<file path="src/rtl/e1000_dma_rd_arbiter.sv">
// rtl/e1000_dma_rd_arbiter.sv - round-robin AXI4 read-channel arbiter with RID-tagged R routing
// Requester index travels in ARID[1:0]; R beats are steered back by RID with zero latency.
module e1000_dma_rd_arbiter #(
    parameter int NUM_REQ   = 2,
    parameter int MAX_OUTST = 4
) (
    input  logic                   aclk,
    input  logic                   rstni,
    input  logic [NUM_REQ-1:0]     s_arvalid,
    output logic [NUM_REQ-1:0]     s_arready,
    input  logic [NUM_REQ*64-1:0]  s_araddr,
    input  logic [NUM_REQ*8-1:0]   s_arlen,
    output logic [NUM_REQ-1:0]     s_rvalid,
    input  logic [NUM_REQ-1:0]     s_rready,
    output logic [31:0]            s_rdata,
    output logic [1:0]             s_rresp,
    output logic                   s_rlast,
    output logic [3:0]             m_arid,
    output logic [63:0]            m_araddr,
    output logic [7:0]             m_arlen,
    output logic [2:0]             m_arsize,
    output logic [1:0]             m_arburst,
    output logic [3:0]             m_arcache,
    output logic                   m_arvalid,
    input  logic                   m_arready,
    input  logic [3:0]             m_rid,
    input  logic [31:0]            m_rdata,
    input  logic [1:0]             m_rresp,
    input  logic                   m_rlast,
    input  logic                   m_rvalid,
    output logic                   m_rready,
    output logic                   rid_err
);

    logic         r_arvalid;
    logic [3:0]   r_arid;
    logic [63:0]  r_araddr;
    logic [7:0]   r_arlen;
    logic [1:0]   r_rr_ptr;
    logic [3:0]   r_outst [NUM_REQ];
    logic         r_rid_err;

    logic         w_free;
    logic         w_gnt_any;
    logic [1:0]   w_gnt_idx;
    logic [2:0]   w_nxt_ptr;
    logic [3:0]   w_elig4;
    logic [3:0]   w_rready4;
    logic [63:0]  w_addr_a [4];
    logic [7:0]   w_len_a [4];
    logic         w_rid_ok;
    logic         w_m_rready;
    logic         w_rlast_hs;
    logic [NUM_REQ-1:0] w_inc;
    logic [NUM_REQ-1:0] w_dec;

    // Requester-indexed views padded to 4 entries so 2-bit indices always fit.
    always_comb begin
        w_elig4   = '0;
        w_rready4 = '0;
        for (int i = 0; i < 4; i++) begin
            w_addr_a[i] = '0;
            w_len_a[i]  = '0;
        end
        for (int i = 0; i < NUM_REQ; i++) begin
            w_elig4[i]   = s_arvalid[i] && (r_outst[i] < 4'(MAX_OUTST));
            w_rready4[i] = s_rready[i];
            w_addr_a[i]  = s_araddr[64*i +: 64];
            w_len_a[i]   = s_arlen[8*i +: 8];
        end
    end

    always_comb begin
        logic [2:0] w_cand;
        w_free    = !r_arvalid || m_arready;
        w_gnt_any = 1'b0;
        w_gnt_idx = '0;
        w_cand    = '0;
        for (int k = 0; k < NUM_REQ; k++) begin
            w_cand = {1'b0, r_rr_ptr} + 3'(k);
            if (w_cand >= 3'(NUM_REQ))
                w_cand = w_cand - 3'(NUM_REQ);
            if (w_free && !w_gnt_any && w_elig4[w_cand[1:0]]) begin
                w_gnt_any = 1'b1;
                w_gnt_idx = w_cand[1:0];
            end
        end
        w_nxt_ptr = {1'b0, w_gnt_idx} + 3'd1;
        if (w_nxt_ptr >= 3'(NUM_REQ))
            w_nxt_ptr = '0;
    end

    // Unknown RIDs are swallowed (ready forced high) so the DMA master never stalls.
    always_comb begin
        w_rid_ok   = (m_rid[3:2] == 2'b00) && ({1'b0, m_rid[1:0]} < 3'(NUM_REQ));
        w_m_rready = w_rid_ok ? w_rready4[m_rid[1:0]] : 1'b1;
        w_rlast_hs = m_rvalid && w_m_rready && m_rlast && w_rid_ok;
        for (int i = 0; i < NUM_REQ; i++) begin
            s_arready[i] = w_gnt_any && (w_gnt_idx == 2'(i));
            s_rvalid[i]  = m_rvalid && w_rid_ok && (m_rid[1:0] == 2'(i));
            w_inc[i]     = w_gnt_any && (w_gnt_idx == 2'(i));
            w_dec[i]     = w_rlast_hs && (m_rid[1:0] == 2'(i));
        end
    end

    always_ff @(posedge aclk or negedge rstni) begin
        if (!rstni) begin
            r_arvalid <= 1'b0;
            r_arid    <= '0;
            r_araddr  <= '0;
            r_arlen   <= '0;
            r_rr_ptr  <= '0;
            r_rid_err <= 1'b0;
        end else begin
            r_rid_err <= m_rvalid && !w_rid_ok;
            if (w_gnt_any) begin
                r_arvalid <= 1'b1;
                r_arid    <= {2'b00, w_gnt_idx};
                r_araddr  <= w_addr_a[w_gnt_idx];
                r_arlen   <= w_len_a[w_gnt_idx];
                r_rr_ptr  <= w_nxt_ptr[1:0];
            end else if (m_arready) begin
                r_arvalid <= 1'b0;
            end
        end
    end

    // Decrement at zero is ignored so stale beats after a reset cannot wrap a counter.
    always_ff @(posedge aclk or negedge rstni) begin
        if (!rstni) begin
            for (int i = 0; i < NUM_REQ; i++)
                r_outst[i] <= '0;
        end else begin
            for (int i = 0; i < NUM_REQ; i++) begin
                if (w_inc[i] && !w_dec[i])
                    r_outst[i] <= r_outst[i] + 4'd1;
                else if (!w_inc[i] && w_dec[i] && (r_outst[i] != 4'd0))
                    r_outst[i] <= r_outst[i] - 4'd1;
            end
        end
    end

    assign m_arvalid = r_arvalid;
    assign m_arid    = r_arid;
    assign m_araddr  = r_araddr;
    assign m_arlen   = r_arlen;
    assign m_arsize  = 3'b010;
    assign m_arburst = 2'b01;
    assign m_arcache = 4'b0011;
    assign m_rready  = w_m_rready;
    assign s_rdata   = m_rdata;
    assign s_rresp   = m_rresp;
    assign s_rlast   = m_rlast;
    assign rid_err   = r_rid_err;

endmodule

</file>
<file path="config.mk">
export PLATFORM = sky130hd
export DESIGN_NAME = e1000_dma_rd_arbiter
export DESIGN_NICKNAME = d
export VERILOG_FILES = /design/src/rtl/e1000_dma_rd_arbiter.sv
export SDC_FILE = /design/constraint.sdc
export NUM_CORES = 1
export LEC_CHECK = 0
export ABC_AREA = 1
export BUFFER_PORTS_ARGS = -buffer_cell sky130_fd_sc_hd__clkbuf_2
export CAP_MARGIN = 20
export CORE_ASPECT_RATIO = 0.6
export CORE_MARGIN = 3
export CORE_UTILIZATION = 44
export CTS_BUF_LIST = sky130_fd_sc_hd__clkbuf_16
export CTS_CLUSTER_SIZE = 30
export DETAILED_ROUTE_END_ITERATION = 6
export PLACE_DENSITY = 0.82
export SLEW_MARGIN = 20
export SYNTH_ARGS = -nofsm -noshare
export SYNTH_HDL_FRONTEND = slang
export SYNTH_SLANG_ARGS = --single-unit
</file>
<file path="constraint.sdc">
create_clock -name aclk -period 3.64 [get_ports aclk]
set_input_delay 0.728 -clock aclk [delete_from_list [all_inputs] [get_ports aclk]]
set_output_delay 0.728 -clock aclk [all_outputs]
set_load 0.01 [all_outputs]
</file>
---- Yosys cells after proc, flatten, opt, wreduce, memory -nomap -nowiden ----
Index checks and enable logic that the tools add are counted.
cells by class
  reduce and logical (&&, ||, !) cells .... 39
  equality and inequality tests ........... 2
  mux-type cells .......................... 26
  $lt $le $gt $ge ......................... 10
  add/sub/neg operators ................... 8
  bitwise logic cells ..................... 1
operator list
  cell                                                                   number
  64-bit binary-select mux with 2-bit select                             1
  64-bit 2-to-1 mux                                                      2
  1-bit logical AND                                                      23
  8-bit binary-select mux with 2-bit select                              1
  4-bit 2-to-1 mux                                                       4
  8-bit 2-to-1 mux                                                       2
  2-bit 2-to-1 mux                                                       5
  2-bit by 3-bit < comparator with 1-bit output, second input constant   3
  4-bit by 1-bit adder with 4-bit output, second input constant          2
  4-bit by 3-bit < comparator with 1-bit output, second input constant   2
  1-bit 2-to-1 mux                                                       8
  4-bit nonzero test                                                     2
  4-bit by 1-bit subtractor with 4-bit output, second input constant     2
  1-bit zero test                                                        7
  2-bit by 1-bit adder with 3-bit output, second input constant          2
  1-bit binary-select mux with 2-bit select                              3
  3-bit by 2-bit >= comparator with 1-bit output, second input constant  2
  2-bit zero test                                                        3
  2-bit nonzero test                                                     3
  2-bit by 1-bit == test with 1-bit output, second input constant        2
  2-bit subtractor, second input constant                                2
  3-bit >= comparator, second input constant                             1
  2-bit inverter with 3-bit output                                       1
  2-bit >= comparator, second input constant                             1
  other kinds (2)                                                        2
word-level totals
  word-level logic and storage cells ...... 94
  bits of input ports ..................... 191
  flip-flop bits (word level) ............. 86

---- Depth between registers and ports, before layout ----
  depth in word-level cells ............... 17
  mapped depth ............................ 20

---- Worst setup path after synthesis ----
OpenSTA, ideal clock, no wires.
  kind .................................... in2reg
  start ................................... in s_arvalid[1]
  end ..................................... reg r_outst[7] (netlist bit)
  slack ................................... 763 ps
  stages on the path ...................... 19
  buffers on the path ..................... 1
  arrival ................................. 2761 ps
  path through ............................ nand3_1 -> inv_2 -> nand2_1 -> nor2_4 -> inv_2 -> buf_2 -> ha_1 -> inv_1 -> nor2_2 -> o21ai_1 -> ha_1 -> nand2_1 -> nand2_1 -> a31oi_1 -> inv_1 -> nand2_1 -> nand2_1 -> nand2_1 -> nand2_1
between the ends
  word-level cells in the longest chain between the ends .. 15
  elaborated cells on any way between the ends .. 21
  classes of those cells .................. mux: 9; reduce/logical: 12
RTL lines
  what                                       line  RTL
  start: declaration                         9     input logic [NUM_REQ-1:0] s_arvalid,
  1-bit logical AND *                        66    w_elig4[i] = s_arvalid[i] && (r_outst[i] < 4'(MAX_OUTST));
  1-bit binary-select mux with 2-bit select  83    if (w_free && !w_gnt_any && w_elig4[w_cand[1:0]]) begin
  1-bit 2-to-1 mux (implied by the code)     83
  1-bit logical AND                          83
  1-bit 2-to-1 mux                           83
  1-bit zero test                            83
  1-bit logical AND (2 in series)            83
  2-bit 2-to-1 mux *                         83
  via w_gnt_idx[0]                           45    logic [1:0] w_gnt_idx;
  2-bit zero test *                          n/a
  1-bit logical AND *                        n/a
  via s_arready[0]                           10    output logic [NUM_REQ-1:0] s_arready,
  1-bit zero test                            137   else if (!w_inc[i] && w_dec[i] && (r_outst[i] != 4'd0))
  1-bit logical AND (2 in series)            137
  2-bit nonzero test (no line)               n/a
  end signal: indexed assignment             136   r_outst[i] <= r_outst[i] + 4'd1;
  end signal: indexed assignment             138   r_outst[i] <= r_outst[i] - 4'd1;
  end: declaration                           40    logic [3:0] r_outst [NUM_REQ];
The timed path passes the listed nets; every way through them passes the cells marked *. The select of a mux whose other input is x is not followed.
A chain may end at the register's enable or synchronous reset.

---- Final worst setup path ----
  start ................................... in s_arvalid[0]
  end ..................................... reg r_araddr[37], in the netlist m_araddr[37]
between the ends
  word-level cells in the longest chain between the ends .. 13
  elaborated cells on any way between the ends .. 17
  classes of those cells .................. mux: 11; bitwise: 1; reduce/logical: 5
RTL lines
  what                                                    line  RTL
  1-bit logical AND *                                     66
  1-bit binary-select mux with 2-bit select               83
  1-bit 2-to-1 mux (implied by the code)                  83
  1-bit logical AND                                       83
  1-bit 2-to-1 mux                                        83
  1-bit zero test                                         83
  1-bit logical AND (2 in series)                         83
  2-bit 2-to-1 mux                                        83
  2-bit inverter with 3-bit output (implied by the code)  119   r_araddr <= w_addr_a[w_gnt_idx];
  64-bit binary-select mux with 2-bit select              119
  64-bit 2-to-1 mux (implied by the code) (2 in series)   119
  end signal: assignment                                  119
  end: declaration                                        37    logic [63:0] r_araddr;
Every way passes the cells marked *; elsewhere a longest branch is shown, timed or not. The select of a mux whose other input is x is not followed.

==> flow_summary.toml <==
[synth]
yosysTopAreaCellShare_pct = 41.35
syn_area_um2 = 5205
yosysTopAreaCell = "dfrtp_1"
synth_area_leaders = "dfrtp_1 41%, o31ai_2 14%, nand2_1 7.8%"
ys_ff_latch = 86
synth_cell_types = 29
postSynthCellCount = 565
avgSynthCellArea_um2 = 9.212
synth_seq_area_share_pct = 41.35
synth_warnings = 0

[worst_setup_path]
reg2reg_to = "m_araddr[37]"
cp_common_cell = "buf_4"
crit_type = "input pin to register"
worstPathMaxFanout = 89
crit_path_start_kind = "input pin"
rrSetupSlack_ns = 0.94
crit_required_ns = 3.87
endpoint = "m_araddr[37]"
reg2reg_depth = 8
crit_start = "s_arvalid[0]"
cp.arrival_ns = 2.99
cpPeakStageDelay_ns = 0.82
worst_setup_path_end_kind = "register"
r2r_start = "r_outst[2]"
path_cells = "clkbuf_2, nand3_1, nand2_2, nand2_8, buf_4, buf_4, nand2_1, o31ai_2"
cp_slowest_cell = "buf_4"

[sta]
clock_skew_ns = 0.01280
setup_viol = 0
setup_tns_ns = 0
timing.final.ws_setup_ns = 0.8854
fmax_mhz = 363.0
fin_hold_ws_ns = 0.4552
maxSlewViolCount = 0
fin_crit_ns = 2.755
hold_viol_final = 0
worst_pin_slew_ns = 1.098
maxSlewHeadroom_pct = 26.77
rsz0062_at_grt = "no"
fin_crit_sh_pct = 75.68

[clocking]
postCtsSetupBuffers = 0
clkTransAtPathRegs_ns = 0.06
postCtsResizedCells = 0
worst_skew_pair.late_latency_ns = 0.33
cts_buffer_depth = 2
h-tree-depth = 3
cts_made_buffers = 9
cts.sinks = 86
cts_tree = "done"
cts-root-buf = "clkbuf_16"
hold_buffers = 0

[power]
p_sw_mw = 2.137
pwr-share-comb_pct = 48.2
seqPwrFrac_pct = 33.4
power_frac_clock_pct = 18.4
p_per_area_nw_per_um2 = 802.4
swShare_pct = 41.32
p_int_mw = 3.034
leakage_nw = 3.301
irDropWorstVdd_mv = 0.3248

[layout]
multi_input_area_um2 = 2475
syn_to_final_growth_pct = 23.80
layout.nets = 948
regArea_um2 = 2152
n_antenna_cell = 0
stdcell_count = 912
final_cell_area_um2 = 6444
drive_above_1_share_pct = 51.20
fillCellCount = 1046

[global_route]
grt_max_degree = 90
antenna_found_initial = 0
grt_usage_pct = 20.29
grt_pass1_vias = 4371
grt_pass1_wl_um = 22170
grt_overflow_total = 0

[die]
start_util_pct = 45.61
num_rows = 30
coreArea_um2 = 11410
fp.dieArea_um2 = 13210
fp.dieH_um = 90.25
ios = 318
die_w_um = 146.4

[min_path]
hold_class = "input pin to asynchronous set/reset pin"

[routing]
drtIter0Drc = 194
drtPass1Iterations = 5
via_per_inst = 5.045
vias = 4601
postRouteAntennaNets = 0
remaining_drc_errors = 0
avgRoutedWirePerCell_um = 15.23
wl_um = 13890

[placement]
numPortBuffers = 238
hpwl_um = 10040
place_ws_ns = 0.5403
postPlaceCellArea_um2 = 6135
gp_congestion = 0.8246
dp.cells = 897

[job]
maxCapViolCount = 0

[status]
status = "completed"
## placed cells by master (no fill, tap or decap)
cell type	Yosys	layout
nand2_8	0	1
xor2_1	3	3
nand3b_1	1	1
o31ai_1	12	12
a21oi_1	73	73
dfrtp_1	86	86
nor2_4	2	2
buf_4	47	6
clkbuf_16	0	9
o31ai_2	60	60
clkinv_2	0	2
conb_1	2	14
nand2_1	108	108
clkinvlp_4	0	1
a31oi_1	2	2
ha_1	7	7
clkbuf_2	0	237
nand3_1	12	12
nand4_1	2	2
inv_2	2	1
fa_1	2	2
nand3_4	1	1
xnor2_1	1	1
nand2_2	1	1
a21boi_0	1	1
buf_6	8	1
nor2_1	20	20
o21ai_1	1	1
bufinv_16	0	2
o21ai_0	4	4
inv_1	16	18
nor2_2	61	61
## state kept, by name, indices dropped and copies added (netlist names)
signal and count:
m_arlen 8, rid_err 1, m_arid 2, m_arvalid 1
r_outst 8, r_rr_ptr 2, m_araddr 64
## through the flow
stage               total power, mW  util [%]
floorplan                     3.477         -
global placement              4.171     53.76
detailed placement            4.257     53.76
CTS                           5.223     56.44
global route                  5.534     56.47
finish                        5.170     56.47
## routing by layer
metal	GRT usage, %	wire length, um	vias up
li1	-	-	2215
met1	28.64	6450	2173
met2	30.28	6197	203
met3	7.172	1159	10
met4	4.147	81	0
met5	0	0	-
## how the worst min path moves through the flow
stage	cells past startpoint	start	slack, ns	to
5_1_grt	2	m_araddr[61]	0.50	m_araddr[61]
2_1_floorplan	0	rstni	0.43	m_araddr[0]
4_1_cts	2	r_outst[3]	0.48	r_outst[3]
3_3_place_gp	2	r_outst[3]	0.46	r_outst[3]
3_5_place_dp	2	r_outst[3]	0.46	r_outst[3]
6_report	1	rstni	0.46	m_araddr[57]
## area by class of cell
cell class	count	share of cell area, %
Tap cell	160	3.107
Timing Repair Buffer	244	19.28
Inverter	18	1.068
Clock inverter	6	1.243
Multi-Input combinational cell	389	38.41
Clock buffer	9	3.495
Sequential cell	86	33.40
## power groups by stage
stage / clock, mW / combinational, mW / sequential (mW)
after global routing: 1.01 / 2.74 / 1.79
after CTS: 0.977 / 2.52 / 1.72
after global placement: 0 / 2.45 / 1.73
after detailed placement: 0 / 2.53 / 1.73
final: 0.951 / 2.49 / 1.73
after floorplan: 0 / 1.60 / 1.88
## logic make-up after synthesis
family                   Yosys count  share of synthesized area, %
AO/OA/AOI/OAI                    153                         24.04
XOR/XNOR                           4                        0.6732
adder cells (fa/ha/maj)            9                         2.452
buffers and inverters            102                         12.14
flip-flops                        86                         41.35
other                              2                        0.1443
AND/OR/NAND/NOR                  209                         19.21
## critical path, delay by kind of cell
family / cells / cell delay (ns)
buffers and inverters: 3 / 1.64
AND/OR/NAND/NOR: 4 / 0.46
AO/OA/AOI/OAI: 1 / 0.11
## synthesized netlist by cell type
library cell / instances
nand2_1: 108
dfrtp_1: 86
a21oi_1: 73
nor2_2: 61
o31ai_2: 60
buf_4: 47
nor2_1: 20
clkbuf_1: 19
inv_1: 16
nand3_1: 12
o31ai_1: 12
buf_2: 10
buf_6: 8
ha_1: 7
o21ai_0: 4
xor2_1: 3
a31oi_1: 2
conb_1: 2
fa_1: 2
inv_2: 2
nand4_1: 2
nor2_4: 2
a21boi_0: 1
nand2_2: 1
nand2_4: 1
nand3_4: 1
nand3b_1: 1
o21ai_1: 1
xnor2_1: 1
No activity file was read; power rests on OpenSTA's default activity.
